`src/rtl/booth_mac_acc.sv`:
```
// ---------------------------------------------------------------------------
// booth_mac_acc
//   Dot-product accumulator placed directly after the combinational Booth
//   multiplier `mul`. A run of `len` signed products is summed into a wide
//   two's-complement accumulator. The sum is returned over a valid/ready
//   result interface.
//
//   Configuration macro: BOOTH_MAC_SAT_EN
//     defined   - each add saturates on signed overflow; ovf is a sticky flag
//                 that is cleared by the next accepted start
//     undefined - adds wrap modulo 2**ACC_W; ovf is tied to 0
//
// Ports
//   clk         in   1       single clock, rising edge
//   rst         in   1       synchronous, active-high reset
//   start       in   1       begin a new run (honoured only in IDLE)
//   len         in   CNT_W   products in the run, sampled with start
//   prod_valid  in   1       product presented
//   prod_ready  out  1       product accepted this cycle (state == ACCUM)
//   product     in   PROD_W  signed product from mul
//   acc_valid   out  1       result valid (state == DONE)
//   acc_ready   in   1       consumer accepts result
//   acc_out     out  ACC_W   signed accumulated sum
//   busy        out  1       state != IDLE
//   ovf         out  1       sticky overflow flag for the current run
// ---------------------------------------------------------------------------
module booth_mac_acc #(
   parameter int PROD_W = 64,
   parameter int ACC_W  = 72,
   parameter int CNT_W  = 8
) (
   input  logic              clk,
   input  logic              rst,
   input  logic              start,
   input  logic [CNT_W-1:0]  len,
   input  logic              prod_valid,
   output logic              prod_ready,
   input  logic [PROD_W-1:0] product,
   output logic              acc_valid,
   input  logic              acc_ready,
   output logic [ACC_W-1:0]  acc_out,
   output logic              busy,
   output logic              ovf
);

   typedef enum logic [1:0] {
      IDLE  = 2'd0,
      ACCUM = 2'd1,
      DONE  = 2'd2
   } state_t;

   state_t                  state;
   state_t                  state_nxt;
   logic [CNT_W-1:0]        cnt;
   logic signed [ACC_W-1:0] acc;
   logic signed [ACC_W-1:0] prod_ext;
   logic signed [ACC_W-1:0] sum;
   logic signed [ACC_W-1:0] acc_nxt;
   logic                    xfer;

   // Handshake outputs are decoded from registered state only, so there is
   // no combinational path from any input to any output.
   assign prod_ready = (state == ACCUM);
   assign acc_valid  = (state == DONE);
   assign busy       = (state != IDLE);

   assign xfer     = prod_valid && prod_ready;
   // Sized cast of a signed operand sign-extends; also valid when ACC_W == PROD_W.
   assign prod_ext = ACC_W'($signed(product));
   assign sum      = acc + prod_ext;

`ifdef BOOTH_MAC_SAT_EN
   logic add_ovf;
   logic ovf_q;

   // Signed overflow: both operands share a sign that the sum does not.
   assign add_ovf = (acc[ACC_W-1] == prod_ext[ACC_W-1]) &&
                    (sum[ACC_W-1] != acc[ACC_W-1]);

   always_comb begin
      acc_nxt = sum;
      if (add_ovf) begin
         acc_nxt = acc[ACC_W-1] ? {1'b1, {(ACC_W-1){1'b0}}}
                                : {1'b0, {(ACC_W-1){1'b1}}};
      end
   end

   always_ff @(posedge clk) begin
      if (rst) begin
         ovf_q <= 1'b0;
      end else if (state == IDLE && start) begin
         ovf_q <= 1'b0;
      end else if (xfer && add_ovf) begin
         ovf_q <= 1'b1;
      end
   end

   assign ovf = ovf_q;
`else
   assign acc_nxt = sum;
   assign ovf     = 1'b0;
`endif

   // -------------------------------------------------------------------------
   // FSM: state register
   // -------------------------------------------------------------------------
   // NOTE: clocked state uses non-blocking assignments so every flop samples
   // pre-edge values regardless of block evaluation order.
   always_ff @(posedge clk) begin
      if (rst) begin
         state <= IDLE;
      end else begin
         state <= state_nxt;
      end
   end

   // -------------------------------------------------------------------------
   // FSM: next-state logic
   // -------------------------------------------------------------------------
   always_comb begin
      // NOTE: default assigned first so every path drives state_nxt and no
      // latch is inferred.
      state_nxt = state;
      unique case (state)
         IDLE: begin
            if (start) begin
               state_nxt = (len == '0) ? DONE : ACCUM;
            end
         end
         ACCUM: begin
            if (xfer && cnt == CNT_W'(1)) begin
               state_nxt = DONE;
            end
         end
         DONE: begin
            // A start arriving on the handoff edge sees DONE, so it is dropped.
            if (acc_ready) begin
               state_nxt = IDLE;
            end
         end
         default: state_nxt = IDLE;
      endcase
   end

   // -------------------------------------------------------------------------
   // Datapath: accumulator and remaining-product counter
   // -------------------------------------------------------------------------
   // NOTE: these are plain registers, not a memory array, so they take the
   // reset; acc is architecturally visible through acc_out right after reset.
   always_ff @(posedge clk) begin
      if (rst) begin
         acc <= '0;
         cnt <= '0;
      end else begin
         unique case (state)
            IDLE: begin
               if (start) begin
                  acc <= '0;
                  cnt <= len;
               end
            end
            ACCUM: begin
               // prod_valid low holds both acc and cnt indefinitely.
               if (xfer) begin
                  acc <= acc_nxt;
                  cnt <= cnt - CNT_W'(1);
               end
            end
            default: ;
         endcase
      end
   end

   // acc is only written in IDLE (on start) and ACCUM, so the result is
   // frozen through DONE and held in IDLE until the next start.
   assign acc_out = acc;

endmodule
```
`config.mk`:
```
export PLATFORM = sky130hd
export DESIGN_NAME = booth_mac_acc
export DESIGN_NICKNAME = d
export VERILOG_FILES = /design/src/rtl/booth_mac_acc.sv
export SDC_FILE = /design/constraint.sdc
export NUM_CORES = 1
export LEC_CHECK = 0
export CAP_MARGIN = 0
export CORE_MARGIN = 2
export CORE_UTILIZATION = 32
export CTS_CLUSTER_SIZE = 12
export DETAILED_ROUTE_END_ITERATION = 10
export HOLD_SLACK_MARGIN = 0.12
export PLACE_DENSITY = 0.65
export SYNTH_ARGS = -nofsm -noshare
export SYNTH_HDL_FRONTEND = slang
export SYNTH_SLANG_ARGS = --single-unit
```
`constraint.sdc`:
```
create_clock -name clk -period 9.2 [get_ports clk]
set_clock_uncertainty 0.15 [all_clocks]
set_input_delay 1.84 -clock clk [delete_from_list [all_inputs] [get_ports clk]]
set_output_delay 1.84 -clock clk [all_outputs]
set_load 0.005 [all_outputs]
```
==> results.py <==
metrics = {
    "timing": {
        "rsz0062_at_grt": "false",
        "fin_setup_tns_ps": 0,
        "fin_crit_sh_pct": 56.6,
        "hold_violations": 0,
        "fmax_mhz": 192,
        "min_period_ps": 5210,
        "slew_headroom_pct": 19.4,
        "drv_slew": 0,
        "worst_pin_slew_ps": 1200,
        "finalSetupViolations": 0,
    },
    "yosys": {
        "synth_seq_cells": 82,
        "ys_seq_area_share_pct": 22.3,
        "yosys.area.top_type_share_pct": 22.3,
        "syn-num-nets": 1132,
        "synth.area.top_cells": "dfxtp_1 22%, ha_1 12%, a21oi_1 7.1%",
        "synth_top_area_cell": "dfxtp_1",
        "synth_cell_types": 77,
        "netlist_area_um2": 7360,
        "ys.flop_type": "dfxtp_1",
        "synthArstFlopShare_pct": 0,
        "yosysWarnings": 0,
        "synthCells": 981,
        "synth_edf_count": 0,
        "postSynthAreaPerCell_um2": 7.50,
    },
    "global_routing": {
        "grt-ovfl-total": 0,
        "grt_max_degree": 47,
        "antenna_found_initial": 0,
        "grt_pass1_wl_um": 38100,
        "grt_usage_pct": 19.2,
        "first_global_vias": 7455,
    },
    "setup_path": {
        "critPathBufInv": 1,
        "slowest_stage": "or3_1",
        "crit_end": "acc_out[66]",
        "crit_type": "in -> reg",
        "cp_cell_sequence": "clkdlybuf4s50_1 -> ha_1 -> fa_1 -> a211oi_2 -> o211ai_2 -> nand2_2 -> o21ai_2 -> o211ai_2 -> a31oi_1 -> or3_1 -> o21a_1 -> or3_1 -> a32o_1",
        "crit_family": "compound AO/OA/AOI/OAI gates",
        "startpoint": "product[0]",
        "slowest_delay_ps": 470,
        "crit_path_start_kind": "primary input",
        "worst-endpoint-required_ps": 9290,
        "worstPathArrival_ps": 5300,
        "reg2reg_depth": 12,
        "r2r_start": "acc_out[0]",
        "crit_cells": 13,
        "ff2ff_setup_slack_ps": 5590,
        "endpoint_kind": "flop",
        "regToRegEndpoint": "acc_out[66]",
        "worst-path-max-fanout": 5,
    },
    "routing": {
        "drc": 0,
        "routed_wl_um": 23400,
        "route.met2.wl_um": 10500,
        "top_layer_used": "met4",
        "dr_total_vias": 7749,
        "drtIter0Drc": 460,
        "dr.pass1.iters": 5,
        "wl_met1_um": 11100,
        "post_drt_wl_per_cell_um": 16.9,
        "ant_nets": 0,
        "vias_per_cell": 5.60,
        "wl_met3_um": 1220,
    },
    "cts": {
        "cts_tree": "done",
        "clk_path_buf_depth": 2,
        "cts.sinks": 82,
        "clk_pin_slew_ps": 70,
        "post_cts_buffers": 0,
        "worstSkewPairLatency_ps": 340,
        "cts_max_level": 3,
        "cts_resized": 0,
        "clock-root-buffer": "clkbuf_16",
        "hold_buffers": 0,
        "cts_buffers": 9,
    },
    "layout": {
        "antenna-diode-count": 0,
        "drive_above_1_share_pct": 4.91,
        "area_growth_pct": 26.8,
        "fin_util_pct": 41.2,
        "finalNetCount": 1245,
        "fin_cells": 1384,
    },
    "placement": {
        "routabilityCongestion": 0.874,
        "io_buffers": 151,
        "placed_cells": 1368,
        "hpwl_um": 18000,
    },
    "pwr": {
        "p_leak_nw": 3.74,
        "finalPower_mw": 1.11,
        "vdd_drop_max_mv": 0.0681,
        "p_per_area_nw_per_um2": 119,
    },
    "floorplan": {
        "start_util_pct": 32.5,
        "die_h_um": 156,
        "core-area_um2": 22600,
        "dieArea_um2": 24200,
        "die_w_um": 156,
        "io_pins": 153,
        "rows": 55,
    },
    "job": {
        "maxCapViolCount": 0,
    },
    "min_path": {
        "min_path_type": "reg -> reg",
    },
    "outcome": {
        "status": "completed",
    },
}
==> kinds of logic after synthesis <==
| family | Yosys count | share of synthesized area [%] |
|---|---|---|
| AOI/OAI and AO/OA | 363 | 33.4 |
| and+or+nand+nor | 326 | 20.3 |
| DFF | 82 | 22.3 |
| buffers and inverters | 76 | 4.27 |
| adders and majority gates | 74 | 12.7 |
| xor gates and xnor gates | 57 | 6.78 |
| muxes | 2 | 0.272 |
| other | 1 | 0.0510 |
==> report_power, final <==
group,internal [mW],switching (mW)
clock,0.218,0.159
combinational,0.150,0.191
sequential,0.373,0.0174
total,0.742,0.368
==> synthesized netlist by cell type (6+ instances only) <==
master    instances
nand3_1          21
o21ai_0          68
nand4_1          22
or3_1            13
nor2_1           89
dfxtp_1          82
a21oi_1         105
nor4_1            6
buf_2            11
o211ai_1          7
o31ai_1           8
ha_1             73
nor3_1           23
clkbuf_1         36
inv_1            23
a21o_1           31
a22oi_1          27
o22ai_1           7
o21bai_1         16
nand2_1         118
o21ai_1           9
xor2_1           22
a211oi_1          6
a41oi_1           6
nand2b_1          7
o21a_1           10
xnor2_1          35
==> layout by cell type (no fill, tap or decap), types with 7 or more instances in the layout <==
master,count
nand3_1,21
o21bai_1,16
o22ai_1,7
xnor2_1,35
o21ai_0,68
clkdlybuf4s50_1,151
o21ai_1,9
nand2_1,118
o211ai_1,7
or3_1,13
a21oi_1,105
a22oi_1,27
nand2b_1,7
clkbuf_16,9
o21a_1,10
nor3_1,23
nand4_1,22
ha_1,73
xor2_1,22
inv_1,23
nor2_1,88
dfxtp_1,82
o31ai_1,8
a21o_1,30
==> through the flow <==
| step | hold WS, ps | instance area, um^2 | setup slack (ps) |
|---|---|---|---|
| floorplan | 308 | 7360 | 4440 |
| global placement | 301 | 9030 | 3750 |
| detailed placement | 312 | 9030 | 3690 |
| CTS | 320 | 9330 | 4040 |
| global route | 346 | 9330 | 3840 |
| finish | 316 | 9330 | 3990 |
==> tightest hold or removal path, cell delays in order, from the launching register on <==
cell and delay, ps:
dfxtp_1 320, nand2_1 50, o21ai_1 50
==> cell type report <==
type	count	area [um^2]
Inverter	23	86.3
Tap cell	285	357
Clock buffer	12	246
Sequential cell	82	1640
Clock inverter	4	51.3
Timing Repair Buffer	155	1540
Multi-Input combinational cell	823	5410
Fill cell	2325	13300
==> state kept, by name (all words and copies together) (netlist names) <==
register and flops:
acc_out 72, cnt 8, state 2
==> how the worst min path moves through the flow <==
stage                startpoint     endpoint  slack, ps  depth (start not counted)
floorplan           acc_out[45]  acc_out[45]        310                          2
global placement    acc_out[61]  acc_out[61]        300                          2
detailed placement  acc_out[45]  acc_out[45]        310                          2
CTS                 acc_out[45]  acc_out[45]        320                          2
global route        acc_out[69]  acc_out[69]        350                          2
finish              acc_out[45]  acc_out[45]        320                          2
==> per-layer routing <==
| layer | vias to the layer above | GRT usage (%) |
|---|---|---|
| li1 | 3842 | - |
| met1 | 3648 | 26.2 |
| met2 | 229 | 31.3 |
| met3 | 30 | 3.14 |
| met4 | 0 | 5.50 |
| met5 | - | 0 |
Power figures use the tool's default switching activity.
